**src/rtl/seg7_pkg.sv**
```systemverilog
// Shared 7-segment definitions: pattern type, blank pattern and the 16-entry hex font.
// Segment A is bit 6 and segment G is bit 0; all segments are active-high.
package seg7_pkg;

  typedef logic [6:0] seg7_pattern_t;

  localparam seg7_pattern_t SEG7_BLANK   = 7'h00;
  localparam seg7_pattern_t SEG7_GLYPH_0 = 7'h7E;
  localparam seg7_pattern_t SEG7_GLYPH_1 = 7'h30;
  localparam seg7_pattern_t SEG7_GLYPH_2 = 7'h6D;
  localparam seg7_pattern_t SEG7_GLYPH_3 = 7'h79;
  localparam seg7_pattern_t SEG7_GLYPH_4 = 7'h33;
  localparam seg7_pattern_t SEG7_GLYPH_5 = 7'h5B;
  localparam seg7_pattern_t SEG7_GLYPH_6 = 7'h5F;
  localparam seg7_pattern_t SEG7_GLYPH_7 = 7'h70;
  localparam seg7_pattern_t SEG7_GLYPH_8 = 7'h7F;
  localparam seg7_pattern_t SEG7_GLYPH_9 = 7'h7B;
  localparam seg7_pattern_t SEG7_GLYPH_A = 7'h77;
  localparam seg7_pattern_t SEG7_GLYPH_B = 7'h1F;
  localparam seg7_pattern_t SEG7_GLYPH_C = 7'h4E;
  localparam seg7_pattern_t SEG7_GLYPH_D = 7'h3D;
  localparam seg7_pattern_t SEG7_GLYPH_E = 7'h4F;
  localparam seg7_pattern_t SEG7_GLYPH_F = 7'h47;

endpackage

```
**src/rtl/seg7_glyph_lookup.sv**
```systemverilog
// Combinational reverse font lookup: segment pattern -> {hit, nibble}.
// hit_o is low for any pattern outside the hex font, including blank.
module seg7_glyph_lookup
  import seg7_pkg::*;
(
  input  seg7_pattern_t pattern_i,
  output logic          hit_o,
  output logic [3:0]    nibble_o
);

  always_comb begin
    hit_o    = 1'b1;
    nibble_o = 4'h0;
    case (pattern_i)
      SEG7_GLYPH_0: nibble_o = 4'h0;
      SEG7_GLYPH_1: nibble_o = 4'h1;
      SEG7_GLYPH_2: nibble_o = 4'h2;
      SEG7_GLYPH_3: nibble_o = 4'h3;
      SEG7_GLYPH_4: nibble_o = 4'h4;
      SEG7_GLYPH_5: nibble_o = 4'h5;
      SEG7_GLYPH_6: nibble_o = 4'h6;
      SEG7_GLYPH_7: nibble_o = 4'h7;
      SEG7_GLYPH_8: nibble_o = 4'h8;
      SEG7_GLYPH_9: nibble_o = 4'h9;
      SEG7_GLYPH_A: nibble_o = 4'hA;
      SEG7_GLYPH_B: nibble_o = 4'hB;
      SEG7_GLYPH_C: nibble_o = 4'hC;
      SEG7_GLYPH_D: nibble_o = 4'hD;
      SEG7_GLYPH_E: nibble_o = 4'hE;
      SEG7_GLYPH_F: nibble_o = 4'hF;
      default:      hit_o    = 1'b0;
    endcase
  end

endmodule

```
**src/rtl/seven_segment_decoder.sv**
```systemverilog
// Recovers a hex nibble from a 7-segment drive pattern once it has been stable long enough.
// Define SEVEN_SEGMENT_DECODER_INPUT_SYNC_EN to add a two-flop input synchronizer.
module seven_segment_decoder
  import seg7_pkg::*;
#(
  parameter int unsigned STABLE_CYCLES = 4
) (
  input  logic       i_Clk,
  input  logic       i_Rst_L,
  input  logic       i_Segment_A,
  input  logic       i_Segment_B,
  input  logic       i_Segment_C,
  input  logic       i_Segment_D,
  input  logic       i_Segment_E,
  input  logic       i_Segment_F,
  input  logic       i_Segment_G,
  output logic [3:0] o_Binary_Num,
  output logic       o_Valid,
  output logic       o_Error,
  output logic       o_Blank
);

  localparam int unsigned CntW = $clog2(STABLE_CYCLES + 1);
  localparam logic [CntW-1:0] CntLast = CntW'(STABLE_CYCLES - 1);

  typedef enum logic [0:0] {StSettling, StLocked} state_e;

  seg7_pattern_t   raw;
  seg7_pattern_t   sample;
  seg7_pattern_t   pattern_q;
  logic [CntW-1:0] count_q;
  state_e          state_q;
  logic            glyph_hit;
  logic [3:0]      glyph_nibble;

  assign raw = {i_Segment_A, i_Segment_B, i_Segment_C, i_Segment_D,
                i_Segment_E, i_Segment_F, i_Segment_G};

`ifdef SEVEN_SEGMENT_DECODER_INPUT_SYNC_EN
  seg7_pattern_t sync1_q;
  seg7_pattern_t sync2_q;

  always_ff @(posedge i_Clk or negedge i_Rst_L) begin
    if (!i_Rst_L) begin
      sync1_q <= SEG7_BLANK;
      sync2_q <= SEG7_BLANK;
    end else begin
      sync1_q <= raw;
      sync2_q <= sync1_q;
    end
  end

  assign sample = sync2_q;
`else
  assign sample = raw;
`endif

  // Classification uses the registered pattern: on the accepting edge it equals the sample.
  seg7_glyph_lookup u_lookup (
    .pattern_i (pattern_q),
    .hit_o     (glyph_hit),
    .nibble_o  (glyph_nibble)
  );

  always_ff @(posedge i_Clk or negedge i_Rst_L) begin
    if (!i_Rst_L) begin
      pattern_q    <= SEG7_BLANK;
      count_q      <= '0;
      state_q      <= StLocked;
      o_Binary_Num <= 4'h0;
      o_Valid      <= 1'b0;
      o_Error      <= 1'b0;
      o_Blank      <= 1'b1;
    end else begin
      o_Valid <= 1'b0;
      if (sample != pattern_q) begin
        pattern_q <= sample;
        count_q   <= '0;
        state_q   <= StSettling;
        o_Blank   <= 1'b0;
      end else if (state_q == StSettling) begin
        if (count_q == CntLast) begin
          state_q <= StLocked;
          if (pattern_q == SEG7_BLANK) begin
            o_Blank <= 1'b1;
          end else begin
            o_Valid <= 1'b1;
            o_Error <= ~glyph_hit;
            if (glyph_hit) o_Binary_Num <= glyph_nibble;
          end
        end else begin
          count_q <= count_q + 1'b1;
        end
      end
    end
  end

endmodule

```
**config.mk**
```make
export PLATFORM = sky130hd
export DESIGN_NAME = seven_segment_decoder
export DESIGN_NICKNAME = d
export VERILOG_FILES = /design/src/rtl/seg7_pkg.sv /design/src/rtl/seg7_glyph_lookup.sv /design/src/rtl/seven_segment_decoder.sv
export SDC_FILE = /design/constraint.sdc
export NUM_CORES = 1
export LEC_CHECK = 0
export BUFFER_PORTS_ARGS = -buffer_cell sky130_fd_sc_hd__buf_2
export CORE_MARGIN = 4
export CORE_UTILIZATION = 51
export CTS_CLUSTER_DIAMETER = 120
export CTS_CLUSTER_SIZE = 16
export DETAILED_ROUTE_END_ITERATION = 12
export MAX_ROUTING_LAYER = met4
export PLACE_DENSITY = 0.81
export SLEW_MARGIN = 40
export SYNTH_ARGS = -nofsm -noshare
export SYNTH_HDL_FRONTEND = slang
export SYNTH_SLANG_ARGS = --single-unit
```
**constraint.sdc**
```tcl
create_clock -name i_Clk -period 2 [get_ports i_Clk]
set_input_delay 0.1 -clock i_Clk [delete_from_list [all_inputs] [get_ports i_Clk]]
set_output_delay 0.1 -clock i_Clk [all_outputs]
set_load 0.01 [all_outputs]
```
; ---- Word level (Yosys, flattened, before mapping)
; Index checks and enable logic that the tools add are counted.
; Widths: inputs -> output; s select.
[word_totals]
regBits = 18
inputBits = 9
output_inout_bits = 7
word_cells = 56
[op_classes]
add_sub_neg = 1
n_eq_ne = 20
muxes = 16
bitwise_logic = 4
reduce_logical = 8
[op_table]
columns = cell, count
row1 = $eq 7x7->1 const B, 12
row2 = $pmux 4 s15, 1
row3 = $eq 7x6->1 const B, 3
row4 = $reduce_or 16->1, 1
row5 = $mux 1, 12
row6 = $mux 3, 3
row7 = $eq 7x5->1 const B, 1
row8 = $logic_not 7->1, 1
row9 = $ne 7x7->1, 1
row10 = $reduce_and 5->1, 1
row11 = $not 1->1, 4
row12 = $reduce_and 4->1, 1
row13 = $reduce_bool 2->1, 2
row14 = $add 3x1->3 const B, 1
row15 = $eq 3x2->1 const B, 1
row16 = $reduce_and 3->1, 1
row17 = $ne 2x1->1 const B, 1
row18 = $ne 2x2->1 const B, 1
row19 = $reduce_and 2->1, 1

; ---- Depth between registers and ports, before layout
; Gate-level depths: netlist of run 1.
[logic_depth]
ltp_word = 5
ltp_mapped = 7
mapped_depth_nobuf = 6

; ---- Modules after synthesis
; From an unflattened synthesis of run 1, not the netlist that was laid out.
[hier_totals]
cells_unflattened = 115
hier_area_um2 = 1098.6
[modules_own_cells]
columns = module, n_inst, cells_per_inst, area_each_um2, seq_area_each_um2
row1 = seven_segment_decoder, 1, 63, 764.5, 452.9
row2 = seg7_glyph_lookup, 1, 52, 334.1, 0.0

; ---- Worst setup path after synthesis of run 1
; No wires, ideal clock.
[synth_path]
kind = register -> register
start = reg pattern_q[1]
end = reg o_Binary_Num[0]
setup_time_ns = 0.125
t_arrival_ns = 1.796
t_required_ns = 1.875
setup_slack_ns = 0.079
stages_incl_launch_ff = 7
path_buffers = 1
synth_period_minus_slack_ns = 1.921
path_cell_list = dfrtp_1 -> buf_6 -> or3_4 -> a211oi_4 -> a221oi_2 -> a211oi_4 -> mux2_4
[synth_between]
elab_chain_len = 4
elab_cells_between_ends = 24
classes_between = eq/ne (17) / mux (2) / bitwise (2) / reduce/logical (3)
[synth_rtl]
columns = item, line
row1 = start: declaration, seven_segment_decoder.sv:30  ; seg7_pattern_t pattern_q;
row2 = start signal: assignment, seven_segment_decoder.sv:77  ; pattern_q <= sample;
row3 = $eq 7x7->1 (tied with other cells), seg7_glyph_lookup.sv:14  ; case (pattern_i)
row4 = $reduce_or 16->1 (no line), --
row5 = $mux 1, seg7_glyph_lookup.sv:14
row6 = $reduce_and 5->1 (no line), --
row7 = end signal: assignment, seven_segment_decoder.sv:89  ; if (glyph_hit) o_Binary_Num <= glyph_nibble;
row8 = end: declaration, seven_segment_decoder.sv:17  ; output logic [3:0] o_Binary_Num,
; Several ways; a longest one is shown, not always the timed one.
; A chain may end at the register's enable or synchronous reset.

; ---- Final worst setup path of run 1
[layout_path]
start = reg pattern_q[4]
end = reg o_Binary_Num[1]
; The elaborated chain is that of the path after synthesis.

==> results of run 1 <==
==> per-layer routing <==
layer  vias up  GRT usage (%)
met1       477          20.70
li1        496              -
met2        35          28.71
met3         5          5.204
met5         -              -
met4         0          5.629
==> flip-flops by register name (all words and copies together), names as in the netlist <==
signal / cells
o_Error: 1
o_Binary_Num: 4
state_q: 1
count_q: 3
o_Blank: 1
pattern_q: 7
o_Valid: 1
==> critical path, cell delays in order (launching register included) <==
cell and delay [ns]:
dfrtp_1 0.49, or2_2 0.37, o21ai_0 0.18, nand4_1 0.14
a2111oi_1 0.54, a2bb2oi_2 0.11
==> per-stage QoR <==
| step | area (sq um) | util [%] | setup TNS [ns] |
|---|---|---|---|
| after floorplan | 1250 | - | 0 |
| after global placement | 1390 | 61.08 | 0 |
| after detailed placement | 1390 | 61.08 | 0 |
| after CTS | 1506 | 66.19 | 0 |
| after global routing | 1551 | 68.17 | -0.3629 |
| final | 1551 | 68.17 | 0 |
==> cell usage in the layout (no fill, tap or decap), types with 2 or more instances in the layout <==
master	netlist	layout
a211oi_4	2	2
a21oi_1	5	5
and2_1	2	2
buf_2	4	15
buf_4	1	12
clkbuf_4	0	3
dfrtp_1	16	14
dfrtp_2	0	2
dfstp_2	2	2
dlygate4sd3_1	0	8
ha_1	2	2
inv_1	7	7
mux2_4	2	2
nand2_1	7	7
nand3_1	5	5
nand4_1	2	2
nor2_1	7	7
nor3_1	2	2
nor4_4	2	2
o21ai_0	4	4
o32ai_1	4	3
or2_2	2	2
xnor2_1	4	4
xor2_1	4	4
==> cells by family (layout without fill, tap and decap cells) <==
| family | after synthesis | count (layout) | synth area share (%) |
|---|---|---|---|
| buffers and inverters | 22 | 48 | 9.110 |
| adder cells (fa/ha/maj) | 2 | 2 | 2.002 |
| AO/OA/AOI/OAI | 26 | 26 | 17.32 |
| multiplexers | 3 | 3 | 3.203 |
| XOR/XNOR | 9 | 9 | 6.907 |
| AND/OR/NAND/NOR | 44 | 44 | 25.23 |
| flip-flops | 18 | 18 | 36.24 |
==> final timing paths <==
check,start,endpoint,slack [ns],cells after the start
worst min-delay path,i_Rst_L,o_Binary_Num[0],0.24,2
worst max register to register,pattern_q[4],o_Binary_Num[1],0.04,5
worst min register to register,o_Binary_Num[3],o_Binary_Num[3],0.52,1
max in group asynchronous,i_Rst_L,o_Blank,1.44,2
min in group i_Clk,i_Segment_C,pattern_q[4],0.45,2
worst max-delay path,pattern_q[4],o_Binary_Num[1],0.04,5
==> repair_timing <==
item	CTS	global route
endpoints found under the setup margin	0	5
resized for setup	0	9
endpoints found under the hold margin	23	0
hold buffers	8	0
==> power by group <==
| group | total (W) | leakage, nW | switching, W | internal (W) |
|---|---|---|---|---|
| logic | 0.000147 | 0.407 | 0.0000779 | 0.0000687 |
| registers | 0.000383 | 0.221 | 0.0000108 | 0.000372 |
| clock network | 0.000230 | 0.0210 | 0.000118 | 0.000111 |
==> final cells by class <==
| cell class | instances | area (sq um) | area share (%) |
|---|---|---|---|
| Timing Repair Buffer | 37 | 276.5 | 17.82 |
| Inverter | 7 | 26.28 | 1.694 |
| Sequential cell | 18 | 455.4 | 29.35 |
| Multi-Input combinational cell | 84 | 721.9 | 46.53 |
| Tap cell | 28 | 35.03 | 2.258 |
| Clock buffer | 4 | 36.28 | 2.339 |
==> out/qor.txt, run 1 <==
Post-synth EDFFs - 0
Syn avg cell area - 10.08 sq um
Final worst-path cycle share - 98.12%
WL final - 2562 um
Top cell type's share of synthesized area - 32.03%
Max Fclk - 509.6 MHz
DIE AREA - 0.003307 sq mm
Post-Place Setup Slack - 0.02895 ns
Filler cell count - 177
Diodes inserted - 0
Initial antenna violation count - 0
Min Clock Period, post-route - 1.962 ns
Vias/cell - 5.691
Worst Path Required - 2.18 ns
Met1 WL - 1070 um
CTS Sinks - 18
CTS Root Cell - clkbuf_4
Post-synth cell types - 50
Iteration-0 DRC count of the detailed router - 25
GP Congestion - 0.9116
Antenna Nets Post-Route - 0
CTS HTree Levels - 1
Worst-margin pin slew - 0.4854 ns
DR top layer - met4
GRT overflow - 0
Cells after DPL - 166
Vias in the first global route - 995
Maximum fanout along the worst path - 9
Residual DRC - 0
Port bufs - 15
Cells after Synth - 124
Rel. slew slack - 67.56%
First-pass GRT wire length - 4360 um
Total GRT Usage - 17.60%
Pin count of the biggest net entering global routing - 19
Power density cells - 489.2 mW/mm^2
Setup ws final - 0.03764 ns
Most common cell in the netlist - dfrtp_1
Non-filler cells in the finished layout - 178
Drt wl/cell - 14.39 um
Ys flop type - dfrtp_1
Die width - 57.51 um
Most common library cells after synthesis - dfrtp_1 (16), clkbuf_1 (7), inv_1 (7), nand2_1 (7), nor2_1 (7)
Later-pin clock latency in the skew report - 0.30 ns
Routed vias - 1,013
Die Ht - 57.51 um
Share of layout cells above drive strength 1 - 38.00%
Leakage - 0.6485 nW
WL met3 - 156 um
Postcts setup bufs - 0
CP Capture Type - flip-flop
Sequential share of the synthesized area - 36.24%
Async set-or-reset flop fraction in the synthesized netlist - 100.0%
Synth Cell Area - 0.001250 sq mm
Arrival time at the worst endpoint - 2.14 ns
Synthesized flop and latch total - 18
Longest Clk Path Bufs - 2
Post-Syn Nets - 135
Largest area contributor in the synthesized netlist - dfrtp_1
RSZ-0062 raised after global routing - true
P&R area growth vs syn - 24.12%
Top Ports - 16
Clock skew - 0.002895 ns
Num rows - 17
Clock transition at path regs - 0.10 ns
Max rail drop VDD - 394.0 uV
Run status - complete, no violations
Core area - 0.002276 sq mm
Ranking of synthesized cells by area - dfrtp_1 (32%), dfstp_2 (4.2%), nor4_4 (3.4%)
Pins Over Slew Limit - 0
WHS - 0.2381 ns
Final hold violations - 0
Starting Density - 54.92%
CTS tree - built
DP Wirelength - 1882 um
MaxCap Viol Count - 0
Type of origin of the critical path - flip-flop
Setup violators final - 0
Hold WC Path Type - input port to async pin
Yosys warnings - 0
Met2 wire length - 1301 um
Crit Path Category - flip-flop to flip-flop
Total CTS buffers - 3
Detailed Routing Iterations Pass 1 - 4
Total power - 0.0007590 W
Final nets - 162
(Power assumes the default switching activity.)
==> run 2: changes to the inputs <==
ABC_CLOCK_PERIOD_IN_PS = 2550   (was not set)
PLACE_DENSITY = 0.79   (was 0.81)
clock period = 2.55 ns   (was 2 ns; I/O delays follow)
==> run 2 against run 1 <==
  * Total power is 25% lower
  * Flip-flop and latch count stayed put
  * Setup slack better by 0.33 ns
  * Clock skew is 0.0039 ns higher
  * Combinational power is 45% lower
  * Count of clock-buffer cells in the layout stayed put
  * Core utilization is 6.8 points lower
  * Design area is 10% lower
  * First-iteration DRC count is 44% higher
  * Die area stayed put
  * Critical endpoint is now o_Binary_Num[3]
==> out/qor.txt, run 2 (synthesized netlist as in run 1, its figures left out) <==
DP Wirelength - 1630 um (was 1882 um)
Commonest cells after routing, fill and taps aside - dfrtp_1 (16), buf_2 (15), dlygate4sd3_1 (8) (was buf_2 (15), dfrtp_1 (14), buf_4 (12))
R2r startpoint - pattern_q[6] (was pattern_q[4])
RSZ-0062 raised after global routing - false (was true)
Die Ht - 57.51 um (unchanged)
Top Ports - 16 (unchanged)
WL final - 2242 um (was 2562 um)
Reg2Reg Capture Point - o_Binary_Num[3] (was o_Binary_Num[1])
Total power - 0.0005709 W (was 0.0007590 W)
Setup_tns - 0 ns (unchanged)
Setup ws final - 0.3645 ns (was 0.03764 ns)
Pin count of the biggest net entering global routing - 19 (unchanged)
Top Family by Delay on Critical Path - compound AO/OA/AOI/OAI gates (unchanged)
Max rail drop VDD - 378.1 uV (was 394.0 uV)
Largest register FFs - 7 (unchanged)
Detailed Routing Iterations Pass 1 - 4 (unchanged)
Max incr delay on CP - 0.57 ns (was 0.54 ns)
Diodes inserted - 0 (unchanged)
DP Area - 0.001280 sq mm (was 0.001390 sq mm)
Drt wl/cell - 13.59 um (was 14.39 um)
First-pass GRT wire length - 3808 um (was 4360 um)
R2R setup slack - 0.36 ns (was 0.04 ns)
Crit path depth - 5 (unchanged)
Core area - 0.002276 sq mm (unchanged)
Post-Place Setup Slack - 0.3783 ns (was 0.02895 ns)
Crit Path Category - flip-flop to flip-flop (unchanged)
Clock skew - 0.006824 ns (was 0.002895 ns)
Type of origin of the critical path - flip-flop (unchanged)
Register Area - 452.9 sq um (was 455.4 sq um)
Leakage - 0.5694 nW (was 0.6485 nW)
CP Capture Type - flip-flop (unchanged)
Hold WC Path Type - input port to async pin (unchanged)
Met1 WL - 992 um (was 1070 um)
Largest regs - pattern_q x7, o_Binary_Num x4, count_q x3 (unchanged)
Later-pin clock latency in the skew report - 0.29 ns (was 0.30 ns)
Total CTS buffers - 3 (unchanged)
Starting Density - 54.92% (unchanged)
Share of layout cells above drive strength 1 - 28.47% (was 38.00%)
Filler cell count - 197 (was 177)
Setup violators final - 0 (unchanged)
CTS HTree Levels - 1 (unchanged)
R2R depth - 5 (unchanged)
Final core utilization - 61.35% (was 68.17%)
Run status - complete, no violations (unchanged)
Arrival time at the worst endpoint - 2.38 ns (was 2.14 ns)
Maximum fanout along the worst path - 15 (was 9)
GP Congestion - 0.8918 (was 0.9116)
Vias/cell - 5.752 (was 5.691)
Cts hold-fix bufs - 8 (unchanged)
Met2 wire length - 1067 um (was 1301 um)
Residual DRC - 0 (unchanged)
Top reg by flops - pattern_q (unchanged)
Footprint of the multi-input gates - 683.2 sq um (was 721.9 sq um)
Buf/Inv on CP - 0 (unchanged)
Iteration-0 DRC count of the detailed router - 36 (was 25)
Die width - 57.51 um (unchanged)
Worst-margin pin slew - 0.5557 ns (was 0.4854 ns)
Antenna Nets Post-Route - 0 (unchanged)
Final worst-path cycle share - 85.70% (was 98.12%)
Longest Clk Path Bufs - 2 (unchanged)
Postcts setup bufs - 0 (unchanged)
Crit-path cells - or4b_1, o21ai_0, a221oi_2, a211oi_4, mux2_4 (was or2_2, o21ai_0, nand4_1, a2111oi_1, a2bb2oi_2)
Vias in the first global route - 853 (was 995)
Routed vias - 949 (was 1,013)
CTS tree - built (unchanged)
Port bufs - 15 (unchanged)
Clock transition at path regs - 0.11 ns (was 0.10 ns)
DIE AREA - 0.003307 sq mm (unchanged)
Initial antenna violation count - 0 (unchanged)
Worst Path Required - 2.74 ns (was 2.18 ns)
MaxCap Viol Count - 0 (unchanged)
Final hold violations - 0 (unchanged)
GRT overflow - 0 (unchanged)
Min Clock Period, post-route - 2.185 ns (was 1.962 ns)
Num rows - 17 (unchanged)
CTS Root Cell - clkbuf_4 (unchanged)
PostCTS Resize Cnt - 0 (unchanged)
Final nets - 149 (was 162)
Total GRT Usage - 14.92% (was 17.60%)
Max Fclk - 457.6 MHz (was 509.6 MHz)
Rel. slew slack - 62.95% (was 67.56%)
Post-route cell area - 0.001396 sq mm (was 0.001551 sq mm)
P&R area growth vs syn - 11.71% (was 24.12%)
Critical-path top delay cell - dfrtp_1 (was a2111oi_1)
Pins Over Slew Limit - 0 (unchanged)
CTS Sinks - 18 (unchanged)
Most common cell after layout, fill and taps aside - dfrtp_1 (was buf_2)
Power density cells - 408.9 mW/mm^2 (was 489.2 mW/mm^2)
DR top layer - met4 (unchanged)
WL met3 - 178 um (was 156 um)
[run 2: cell types whose count changed in the layout (fill, tap and decap cells not counted), sizes merged]
cell	previous run	this run
buf	29	16
[run 2: how the worst max path moves through the flow]
stage	from	endpoint	slack, ns
after floorplan	pattern_q[1]	o_Binary_Num[0]	0.63
after global placement	pattern_q[6]	o_Binary_Num[3]	0.42
after detailed placement	pattern_q[6]	o_Binary_Num[3]	0.38
after CTS	pattern_q[6]	o_Binary_Num[3]	0.36
after global routing	pattern_q[6]	o_Binary_Num[3]	0.25
final	pattern_q[6]	o_Binary_Num[3]	0.36
[run 2: routing by layer]
| layer | global-route usage [%] | vias up |
|---|---|---|
| li1 | - | 470 |
| met1 | 21.85 | 443 |
| met2 | 21.45 | 34 |
| met3 | 2.715 | 2 |
| met4 | 2.980 | 0 |
| met5 | - | - |
[run 2: layout make-up]
class | count | share of cell area, %
timing repair buffer | 24 | 11.65
tap | 28 | 2.509
multi-input combinational | 84 | 48.92
clock buffer | 4 | 2.599
inverter | 7 | 1.882
sequential | 18 | 32.44
[run 2: power breakdown]
group,switching (W),leakage (nW),internal (W)
Sequential,0.0000209,0.223,0.000291
Clock,0.0000914,0.0210,0.0000869
Combinational,0.0000420,0.326,0.0000385
[run 2: per-stage QoR]
step	instances	hold slack (ns)
6_report	165	0.2662
5_1_grt	165	0.3163
4_1_cts	165	0.2883
3_5_place_dp	153	0.08275
3_3_place_gp	153	0.07644
2_1_floorplan	124	-0.1681
[run 2: worst register-to-register path, cell delays in order, from the launching register on]
cell,delay [ns]
dfrtp_1,0.57
or4b_1,0.58
o21ai_0,0.12
a221oi_2,0.15
a211oi_4,0.36
mux2_4,0.33
==> run 3: changes to the inputs <==
REMOVE_ABC_BUFFERS = 1   (was not set)
==> run 3 against run 2 <==
  * First-iteration DRC count grew 8.3%
  * Fmax is 0.45% lower
  * Die area is the same
  * Flip-flop and latch count did not move
  * Clock skew is essentially flat
  * Largest power group unchanged
  * Setup slack worse by 0.010 ns
  * Final cell count is the same
  * Clock power is essentially flat
  * Routed wire length increased by 2.0%
  * Sequential power is essentially flat
==> out/qor.txt, run 3 (synthesized netlist as in run 1, its figures left out) <==
Run status - complete, no violations (unchanged)
Clk pwr share - 30.8% (was 31.2%)
Setup_tns - 0 ns (unchanged)
Commonest cells after routing, fill and taps aside - dfrtp_1 (16), buf_2 (15), dlygate4sd3_1 (8) (unchanged)
Buf/Inv on CP - 0 (unchanged)
Crit-path cells - or4b_1, o21ai_0, a221oi_2, a211oi_4, mux2_4 (unchanged)
Share of layout cells above drive strength 1 - 28.47% (unchanged)
Max Fclk - 455.5 MHz (was 457.6 MHz)
Die width - 57.51 um (unchanged)
Most common cell after layout, fill and taps aside - dfrtp_1 (unchanged)
Port bufs - 15 (unchanged)
Top reg by flops - pattern_q (unchanged)
Max incr delay on CP - 0.57 ns (about the same)
P&R area growth vs syn - 11.71% (unchanged)
WL final - 2286 um (was 2242 um)
Largest register FFs - 7 (unchanged)
Final worst-path cycle share - 86.09% (was 85.70%)
Clock transition at path regs - 0.10 ns (was 0.11 ns)
RSZ-0062 raised after global routing - false (unchanged)
Cts hold-fix bufs - 8 (unchanged)
P_sw - 0.0001514 W (was 0.0001543 W)
Arrival time at the worst endpoint - 2.39 ns (was 2.38 ns)
Reg2Reg Capture Point - o_Binary_Num[3] (unchanged)
P_int - 0.0004167 W (was 0.0004166 W)
Pin count of the biggest net entering global routing - 19 (unchanged)
Type of origin of the critical path - flip-flop (unchanged)
Critical-path top delay cell - or4b_1 (was dfrtp_1)
Largest regs - pattern_q x7, o_Binary_Num x4, count_q x3 (unchanged)
Crit Path Category - flip-flop to flip-flop (unchanged)
Maximum fanout along the worst path - 15 (unchanged)
Vias/cell - 5.661 (was 5.752)
CTS Sinks - 18 (unchanged)
Register share of total power - 54.6% (was 54.7%)
R2R setup slack - 0.35 ns (was 0.36 ns)
Worst Path Required - 2.74 ns (about the same)
CTS tree - built (unchanged)
Iteration-0 DRC count of the detailed router - 39 (was 36)
Total CTS buffers - 3 (unchanged)
Die Ht - 57.51 um (unchanged)
Max rail drop VDD - 358.1 uV (was 378.1 uV)
Detailed Routing Iterations Pass 1 - 4 (unchanged)
Logic gate share of total power - 14.5% (was 14.1%)
MaxCap Viol Count - 0 (unchanged)
Vias in the first global route - 882 (was 853)
Rel. slew slack - 63.94% (was 62.95%)
Diodes inserted - 0 (unchanged)
Antenna Nets Post-Route - 0 (unchanged)
Top Family by Delay on Critical Path - compound AO/OA/AOI/OAI gates (unchanged)
GRT overflow - 0 (unchanged)
CTS Root Cell - clkbuf_4 (unchanged)
Residual DRC - 0 (unchanged)
Postcts setup bufs - 0 (unchanged)
PostCTS Resize Cnt - 0 (unchanged)
CP Capture Type - flip-flop (unchanged)
Core area - 0.002276 sq mm (unchanged)
Num rows - 17 (unchanged)
Leakage - 0.5694 nW (unchanged)
GP Congestion - 0.9270 (was 0.8918)
DP Wirelength - 1678 um (was 1630 um)
WHS - 0.2788 ns (was 0.2662 ns)
Total GRT Usage - 15.58% (was 14.92%)
Setup violators final - 0 (unchanged)
DIE AREA - 0.003307 sq mm (unchanged)
Longest Clk Path Bufs - 2 (unchanged)
Pins Over Slew Limit - 0 (unchanged)
Sw frac - 26.65% (was 27.03%)
Routed vias - 934 (was 949)
Final nets - 149 (unchanged)
Starting Density - 54.92% (unchanged)
Initial antenna violation count - 0 (unchanged)
Power density cells - 406.8 mW/mm^2 (was 408.9 mW/mm^2)
Min Clock Period, post-route - 2.195 ns (was 2.185 ns)
Final hold violations - 0 (unchanged)
Hold WC Path Type - input port to async pin (unchanged)
R2R depth - 5 (unchanged)
Top Ports - 16 (unchanged)
First-pass GRT wire length - 3974 um (was 3808 um)
Worst-margin pin slew - 0.5410 ns (was 0.5557 ns)
CTS HTree Levels - 1 (unchanged)
Drt wl/cell - 13.85 um (was 13.59 um)
Later-pin clock latency in the skew report - 0.29 ns (about the same)
Clock skew - 0.006557 ns (was 0.006824 ns)
R2r startpoint - pattern_q[6] (unchanged)
run 3: cell counts in the layout (fill, tap and decap cells not counted):
Identical to the previous run, type by type.
run 3: power by group through the flow:
stage	Sequential, W	Combinational (W)	Clock (W)
2_1_floorplan	0.000314	0.0000477	0
3_3_place_gp	0.000315	0.0000720	0
3_5_place_dp	0.000316	0.0000731	0
4_1_cts	0.000310	0.0000828	0.000182
5_1_grt	0.000313	0.0000905	0.000193
6_report	0.000310	0.0000825	0.000175
run 3: metal layers:
layer	GRT usage, %	vias to the layer above	wire (um)
met4	2.980	0	26
met2	24.35	28	1078
met3	4.977	4	146
met5	-	-	0
met1	19.83	433	1034
li1	-	469	-
run 3: area by class of cell:
class	count	area [sq um]
Fill cell	186	879.6
Multi-Input combinational cell	84	683.2
Sequential cell	18	452.9
Timing Repair Buffer	24	162.7
Clock buffer	4	36.28
Tap cell	28	35.03
Inverter	7	26.28
run 3: how the worst max path moves through the flow:
stage,from,to,cells past startpoint
finish,pattern_q[6],o_Binary_Num[3],5
floorplan,pattern_q[6],o_Binary_Num[0],5
global route,pattern_q[6],o_Binary_Num[3],5
global placement,pattern_q[6],o_Binary_Num[0],5
CTS,pattern_q[6],o_Binary_Num[3],5
detailed placement,pattern_q[6],o_Binary_Num[3],5
run 3: per-stage QoR:
step | std cells | worst slack, ns | total power [W] | cell area [sq um] | utilization [%]
global placement | 153 | 0.4222 | 0.0003873 | 1280 | 56.24
floorplan | 109 | 0.5159 | 0.0003619 | 1162 | -
detailed placement | 153 | 0.3697 | 0.0003889 | 1280 | 56.24
global route | 165 | 0.2340 | 0.0005965 | 1396 | 61.35
finish | 165 | 0.3546 | 0.0005681 | 1396 | 61.35
CTS | 165 | 0.3538 | 0.0005750 | 1396 | 61.35
